### src/rtl/uart_rx_if.sv
// Receive-side handshake bundle for uart_rx: byte/valid/ready plus error pulses.
// The receiver uses the master modport; the consumer uses the slave modport.
interface uart_rx_if;
  logic       rx_ready;
  logic [7:0] rx_data;
  logic       rx_valid;
  logic       frame_err;
  logic       overrun;

  modport master (input rx_ready, output rx_data, output rx_valid, output frame_err, output overrun);
  modport slave  (output rx_ready, input rx_data, input rx_valid, input frame_err, input overrun);
endinterface

### src/rtl/uart_rx.sv
// 8N1 UART receiver with mid-bit sampling, valid/ready output, framing-error
// and overrun pulses, and a BREAK state that waits out a line held low.
module uart_rx #(
  parameter int CLKS_PER_BIT = 5208
) (
  input  logic clk_50M,
  input  logic rst,
  input  logic rx_in,
  output logic busy,
  uart_rx_if.master bus
);

  localparam int HALF_BIT = CLKS_PER_BIT / 2;
  localparam logic [12:0] BIT_END  = 13'(CLKS_PER_BIT - 1);
  localparam logic [12:0] HALF_END = 13'(HALF_BIT - 1);

  localparam logic [2:0] IDLE  = 3'd0;
  localparam logic [2:0] START = 3'd1;
  localparam logic [2:0] DATA  = 3'd2;
  localparam logic [2:0] STOP  = 3'd3;
  localparam logic [2:0] BREAK = 3'd4;

  logic        meta_q, rx_s_q;
  logic [2:0]  state_q, state_d;
  logic [12:0] cnt_q, cnt_d;
  logic [2:0]  bit_idx_q, bit_idx_d;
  logic [7:0]  shift_q, shift_d;
  logic [7:0]  rx_data_q, rx_data_d;
  logic        rx_valid_q, rx_valid_d;
  logic        frame_err_q, frame_err_d;
  logic        overrun_q, overrun_d;
  logic        busy_q;
  logic        load_s, ferr_s;

  // Two-flop synchronizer; idle-high reset so reset never looks like a start bit.
  always_ff @(posedge clk_50M) begin
    if (!rst) begin
      meta_q <= 1'b1;
      rx_s_q <= 1'b1;
    end else begin
      meta_q <= rx_in;
      rx_s_q <= meta_q;
    end
  end

  // Frame sequencing: half-bit start qualification, then full-bit sample spacing.
  always_comb begin
    state_d   = state_q;
    cnt_d     = cnt_q;
    bit_idx_d = bit_idx_q;
    shift_d   = shift_q;
    load_s    = 1'b0;
    ferr_s    = 1'b0;
    case (state_q)
      IDLE: begin
        if (!rx_s_q) begin
          state_d = START;
          cnt_d   = 13'd0;
        end else begin
          cnt_d   = 13'd0;
        end
      end
      START: begin
        if (cnt_q == HALF_END) begin
          cnt_d     = 13'd0;
          bit_idx_d = 3'd0;
          if (!rx_s_q) begin
            state_d = DATA;
          end else begin
            state_d = IDLE;
          end
        end else begin
          cnt_d = cnt_q + 13'd1;
        end
      end
      DATA: begin
        if (cnt_q == BIT_END) begin
          cnt_d            = 13'd0;
          shift_d[bit_idx_q] = rx_s_q;
          if (bit_idx_q == 3'd7) begin
            state_d = STOP;
          end else begin
            bit_idx_d = bit_idx_q + 3'd1;
          end
        end else begin
          cnt_d = cnt_q + 13'd1;
        end
      end
      STOP: begin
        if (cnt_q == BIT_END) begin
          cnt_d = 13'd0;
          if (rx_s_q) begin
            load_s  = 1'b1;
            state_d = IDLE;
          end else begin
            ferr_s  = 1'b1;
            state_d = BREAK;
          end
        end else begin
          cnt_d = cnt_q + 13'd1;
        end
      end
      BREAK: begin
        if (rx_s_q) begin
          state_d = IDLE;
        end else begin
          state_d = BREAK;
        end
      end
      default: begin
        state_d = IDLE;
        cnt_d   = 13'd0;
      end
    endcase
  end

  // Output handshake: a load coinciding with a consume is not an overrun.
  always_comb begin
    rx_data_d   = rx_data_q;
    rx_valid_d  = rx_valid_q;
    overrun_d   = 1'b0;
    frame_err_d = ferr_s;
    if (load_s) begin
      rx_data_d  = shift_q;
      rx_valid_d = 1'b1;
      overrun_d  = rx_valid_q && !bus.rx_ready;
    end else if (rx_valid_q && bus.rx_ready) begin
      rx_valid_d = 1'b0;
    end else begin
      rx_valid_d = rx_valid_q;
    end
  end

  // State and output registers.
  always_ff @(posedge clk_50M) begin
    if (!rst) begin
      state_q     <= IDLE;
      cnt_q       <= 13'd0;
      bit_idx_q   <= 3'd0;
      shift_q     <= 8'h00;
      rx_data_q   <= 8'h00;
      rx_valid_q  <= 1'b0;
      frame_err_q <= 1'b0;
      overrun_q   <= 1'b0;
      busy_q      <= 1'b0;
    end else begin
      state_q     <= state_d;
      cnt_q       <= cnt_d;
      bit_idx_q   <= bit_idx_d;
      shift_q     <= shift_d;
      rx_data_q   <= rx_data_d;
      rx_valid_q  <= rx_valid_d;
      frame_err_q <= frame_err_d;
      overrun_q   <= overrun_d;
      busy_q      <= (state_d != IDLE);
    end
  end

  assign bus.rx_data   = rx_data_q;
  assign bus.rx_valid  = rx_valid_q;
  assign bus.frame_err = frame_err_q;
  assign bus.overrun   = overrun_q;
  assign busy          = busy_q;

endmodule

### src/flat_wrapper.sv
// flat-port wrapper written by rule: the top's interface ports become plain ports
module uart_rx_flat 
#(
  parameter int CLKS_PER_BIT = 5208
)
  (clk_50M, rst, rx_in, busy, bus_rx_ready, bus_rx_data, bus_rx_valid, bus_frame_err, bus_overrun);
  uart_rx_if bus_i ();
  input  logic clk_50M;
  input  logic rst;
  input  logic rx_in;
  output logic busy;
  input wire logic [$bits(bus_i.rx_ready)-1:0] bus_rx_ready;
  output wire logic [$bits(bus_i.rx_data)-1:0] bus_rx_data;
  output wire logic [$bits(bus_i.rx_valid)-1:0] bus_rx_valid;
  output wire logic [$bits(bus_i.frame_err)-1:0] bus_frame_err;
  output wire logic [$bits(bus_i.overrun)-1:0] bus_overrun;
  assign bus_i.rx_ready = bus_rx_ready;
  assign bus_rx_data = bus_i.rx_data;
  assign bus_rx_valid = bus_i.rx_valid;
  assign bus_frame_err = bus_i.frame_err;
  assign bus_overrun = bus_i.overrun;
  uart_rx #(.CLKS_PER_BIT(CLKS_PER_BIT)) u_core (.clk_50M(clk_50M), .rst(rst), .rx_in(rx_in), .busy(busy), .bus(bus_i));
endmodule
### config.mk
export PLATFORM = sky130hd
export DESIGN_NAME = uart_rx_flat
export DESIGN_NICKNAME = d
export VERILOG_FILES = /design/src/rtl/uart_rx_if.sv /design/src/rtl/uart_rx.sv /design/src/flat_wrapper.sv
export SDC_FILE = /design/constraint.sdc
export NUM_CORES = 1
export LEC_CHECK = 0
export CORE_MARGIN = 2
export CORE_UTILIZATION = 30
export DETAILED_ROUTE_END_ITERATION = 8
export PLACE_DENSITY_LB_ADDON = 0.2
export SYNTH_ARGS = -nofsm -noshare
export SYNTH_HDL_FRONTEND = slang
export SYNTH_SLANG_ARGS = --single-unit
### constraint.sdc
create_clock -name clk_50M -period 5.4 [get_ports clk_50M]
set_input_delay 0.81 -clock clk_50M [delete_from_list [all_inputs] [get_ports clk_50M]]
set_output_delay 0.81 -clock clk_50M [all_outputs]
set_load 0.005 [all_outputs]
== Word level (Yosys, flattened, before mapping) ==
Index checks and enable logic that the tools add are counted.

* Bits of input ports: 4
* Word-level logic and storage cells: 62
* Output and inout port bits: 12
* Register bits: 41

* $lt $le $gt $ge: 2
* Mux-type cells: 24
* Eq/ne operators: 10
* Reductions and logical operators: 13
* Add/subtract/negate cells: 2

{| class="wikitable"
|+ Operators with widths
! kind !! number
|-
| 13-bit one-hot mux with 3 select lines || 1
|-
| 3-bit two-way mux || 9
|-
| 13-bit two-way mux || 2
|-
| 3-bit one-hot mux with 5 select lines || 1
|-
| 13-bit by 1-bit adder with 13-bit output, second input constant || 1
|-
| 13-bit by 12-bit == test with 1-bit output, second input constant || 1
|-
| 13-bit == test, second input constant || 1
|-
| 8-bit bitwise mux || 1
|-
| 1-bit two-way mux || 7
|-
| 3-bit by 2-bit == test with 1-bit output, second input constant || 2
|-
| 3-bit == test, second input constant || 2
|-
| 3-bit one-hot mux with 2 select lines || 1
|-
| 3-bit by 4-bit < comparator with 1-bit output, second input constant || 1
|-
| 2-bit by 1-bit inequality test with 1-bit output, second input constant || 2
|-
| 2-bit AND reduction || 2
|-
| 4-bit AND reduction || 1
|-
| 2-bit nonzero test || 2
|-
| 3-bit by 1-bit adder with 3-bit output, second input constant || 1
|-
| 1-bit demux with 3-bit select || 1
|-
| 3-bit by 1-bit == test with 1-bit output, second input constant || 1
|-
| 3-bit by 1-bit greater-or-equal comparator with 1-bit output, second input constant || 1
|-
| 1-bit logical AND || 3
|-
| 3-bit logical NOT || 1
|-
| 3-bit AND reduction || 1
|-
| other kinds (5) || 5
|}

== Longest topological paths before layout ==
* Depth in word-level cells: 5
* Gate-level depth with buffers: 8
* Gate-level depth less buffers: 6

== Worst setup path after synthesis ==
No wires, ideal clock.

* Kind: reg2reg
* Start point: register u_core.cnt_q[0]
* End point: register u_core.rx_data_q[0], in the netlist u_core.bus.rx_data[0]
* Stages on the path, launching flop included: 9
* Buffers on the path: 2
* Setup time: 116 ps
* Path slack: 3627 ps
* Required time: 5284 ps
* Clock period less this slack: 1773 ps
* Arrival time: 1657 ps
* Path through: dfxtp_1 ha_1 nor3b_1 and4_1 buf_4 and4_4 buf_12 mux2i_1 nor2b_1

* Word-level cells in the longest chain between the ends: 3

{| class="wikitable"
|+ RTL lines
! element !! RTL line !! text
|-
| from (decl) || uart_rx.sv:25 || <nowiki>logic [12:0] cnt_q, cnt_d;</nowiki>
|-
| from (signal assigned) || uart_rx.sv:148 || <nowiki>cnt_q <= cnt_d;</nowiki>
|-
| 13-bit == test || uart_rx.sv:90 || <nowiki>if (cnt_q == BIT_END) begin</nowiki>
|-
| 1-bit two-way mux || uart_rx.sv:90 ||
|-
| 1-bit two-way mux || uart_rx.sv:54 || <nowiki>case (state_q)</nowiki>
|-
| to (signal assigned) || uart_rx.sv:151 || <nowiki>rx_data_q <= rx_data_d;</nowiki>
|-
| to (decl) || uart_rx.sv:28 || <nowiki>logic [7:0] rx_data_q, rx_data_d;</nowiki>
|}

No other way between the ends.
A chain may end at the register's enable or synchronous reset.

== Worst setup path in the final report ==
* Start point: register u_core.cnt_q[0]
* End point: register u_core.rx_data_q[2], in the netlist u_core.bus.rx_data[2]

The elaborated chain is that of the path after synthesis.

==> flow_summary_export.csv <==
group,metric,value,unit
sta,fmax,472,MHz
min_path,hold_path.class,"reg -> reg",
synth,synth.avg_cell_area,9.47,um^2
critical_path,rr_startpoint,"u_core.cnt_q[0]",
placement,hpwl,2320,um
critical_path,cp.required,5.58,ns
sta,rsz0062_at_grt,"no",
detailed_routing,antenna_left,0,
global_route,grtUsageMet1,14.8,%
detailed_routing,routedWlPerCell,11.9,um
clock_network,clk_pin_slew,0.08,ns
synth,synth-edff-count,0,
power,ir_worst_vdd,0.109,mV
clock_network,numCtsBuffers,5,
synth,synthCells,199,
sta,relSlewSlack,66.7,%
die,die_x,83.3,um
detailed_routing,drt_iter0_drc,88,
cells_and_area,area_delta_synth_final,15.9,%
die,rows,28,
global_route,antenna_found_initial,0,
sta,fin_crit_sh,39.3,%
die,die_y,83.3,um
placement,dp.cells,281,
sta,layout_min_cycle_time,2.12,ns
critical_path,r2r.worst_path.cells,6,
die,dieArea,6930,um^2
critical_path,path_max_fanout,10,
clock_network,cts-root-buf,"clkbuf_8",
cells_and_area,layout.cells.non_filler,289,
global_route,grt_pass1_vias,1268,
sta,tightestPinTransition,0.498,ns
power,power.leakage,0.784,nW
synth,yosysWarnings,0,
synth,synth_flop_cell,"dfxtp_1",
cells_and_area,fillers,597,
critical_path,regToRegSetupSlack,3.28,ns
global_route,grt_start_max_net_pins,38,
cells_and_area,fin_util,36.4,%
clock_network,ctsHoldBuffers,0,
clock_network,clock_latency,0.29,ns
run_status,outcome,"finished, final reports clean",
die,start_util,31.5,%
synth,syn-num-nets,206,
placement,gp_congestion,0.737,
global_route,use_met2,14.9,%
critical_path,startpoint_type,"flop",
synth,synth-seq-area-share,43.6,%
critical_path,r2r_end,"u_core.bus.rx_data[2]",
global_route,grt_pass1_wl,6010,um
critical_path,critPathKind,"reg -> reg",
die,core,5990,um^2
min_path,hold_depth,1,
sta,setup_viol,0,
clock_network,cts_tree,"yes",
cells_and_area,stdcell_area,2180,um^2
sta,final-max-slew-violation-count,0,
die,io_pins,16,
cells_and_area,diodes,0,
run,drv_cap,0,
placement,place_area,2080,um^2
placement,io_buffers,15,
critical_path,worst_setup_path_end_kind,"flop",
global_route,top_usage_layer,"met2",
synth,yosysUniqueCellTypes,47,
global_route,grtUsageTotal,10.5,%
critical_path,arrival,2.30,ns
synth,ys_ff_latch,41,
global_route,use_met3,2.78,%
clock_network,cts_resized,0,
power,p_per_area,248,nW/um^2
cells_and_area,drive_above_1_share,8.88,%
clock_network,cts_sinks,41,
clock_network,htree_levels,2,
detailed_routing,drt-total-wl,3440,um
detailed_routing,vias,1357,
sta,worst_clock_skew,0.00776,ns
detailed_routing,route.detailed.drc,0,
sta,hold_violations,0,
cells_and_area,fin_nets,220,
synth,async_flop_share,0,%
clock_network,clockBufferDepth,2,
sta,tns,0,ns
detailed_routing,via_per_inst,4.70,
clock_network,cts_setup_buffers,0,
detailed_routing,drtPass1Iterations,4,
global_route,grt_remaining_overflow,0,
synth,synth_area,1880,um^2
sta,hold_slack,0.409,ns
min_path,hold_end,"u_core.rx_s_q",
min_path,hold_start,"u_core.meta_q",
==> synth_stat cells (all sizes together), types with 5 or more instances <==
cell type / number / share of area, %
nor2: 19 / 3.8
nand2: 24 / 4.8
xnor2: 5 / 2.3
o21ai: 6 / 2.0
nand3: 7 / 1.9
dfxtp: 41 / 44
clkbuf: 5 / 1.0
nor3b: 5 / 2.3
nor2b: 15 / 5.0
mux2i: 18 / 9.6
==> cell type report <==
| type | instances | area, um^2 | area share, % |
|---|---|---|---|
| timing repair buffer | 16 | 158 | 7.22 |
| clock buffer | 7 | 96.3 | 4.41 |
| multi-input combinational | 148 | 1010 | 46.1 |
| clock inverter | 1 | 5.00 | 0.229 |
| tap | 75 | 93.8 | 4.30 |
| sequential | 41 | 821 | 37.6 |
| inverter | 1 | 3.75 | 0.172 |
==> flip-flops by register name, summed over array words and instances (netlist names) <==
name,count
u_core.shift_q,8
u_core.bus.rx_valid,1
u_core.state_q,3
u_core.busy,1
u_core.bus.overrun,1
u_core.meta_q,1
u_core.bit_idx_q,3
u_core.rx_s_q,1
u_core.cnt_q,13
u_core.bus.frame_err,1
u_core.bus.rx_data,8
==> routing by layer <==
metal,routed length [um],vias up,share of wire (%)
met5,0,-,0
met4,55,0,1.6
met3,94,4,2.7
met1,1850,614,54
li1,-,722,-
met2,1440,17,42
==> worst max-delay path, stage by stage, from the launching register on <==
cell	delay (ns)
dfxtp_1	0.38
ha_1	0.26
nor3b_1	0.25
and4_1	0.45
and4_4	0.41
mux2i_1	0.20
nor2b_1	0.06
==> worst max path at each step <==
stage,start,endpoint,slack (ns)
after global routing,u_core.cnt_q[0],u_core.cnt_q[10],3.07
after CTS,u_core.cnt_q[0],u_core.bus.rx_data[0],3.26
after detailed placement,rst,u_core.shift_q[0],3.06
final,u_core.cnt_q[0],u_core.bus.rx_data[2],3.28
after global placement,rst,u_core.shift_q[0],3.11
after floorplan,u_core.cnt_q[0],u_core.bus.rx_data[0],3.63
==> stage by stage <==
step,setup WS (ns),power (W)
final,3.28,0.000542
after global routing,3.07,0.000564
after CTS,3.26,0.000554
after detailed placement,3.06,0.000329
after global placement,3.11,0.000329
after floorplan,3.63,0.000324
==> kinds of logic (layout without fill, tap and decap cells) <==
kind of cell / after synthesis / in the layout / share of synthesized area (%)
buffers and inverters: 10 / 25 / 3.05
xor gates and xnor gates: 8 / 8 / 3.72
adders and majority gates: 3 / 3 / 1.99
DFF: 41 / 41 / 43.6
AOI/OAI and AO/OA: 22 / 22 / 9.03
muxes: 19 / 19 / 10.2
and+or+nand+nor: 96 / 96 / 28.5
==> power breakdown <==
| group | switching [W] | internal (W) |
|---|---|---|
| Clock | 0.000104 | 0.000116 |
| Sequential | 0.00000226 | 0.000304 |
| Combinational | 0.00000828 | 0.00000749 |
| Total | 0.000115 | 0.000427 |
==> cells in the final DEF (no fill, tap or decap), drive strengths merged, types with 2 or more instances in the layout <==
cell           Yosys  final
mux2i             18     18
nor2b             15     15
xnor2              5      5
clkdlybuf4s50      0     15
nor3b              5      5
nand2b             4      4
a21boi             2      2
a22oi              2      2
o211ai             2      2
xor2               3      3
dfxtp             41     41
and4bb             2      2
nor2              19     19
and4               4      4
ha                 3      3
nand2             24     24
clkbuf             5      7
nand3              7      7
and3               4      4
o21ai              6      6
nand4              3      3
nand3b             4      4
(Power assumes the default switching activity.)
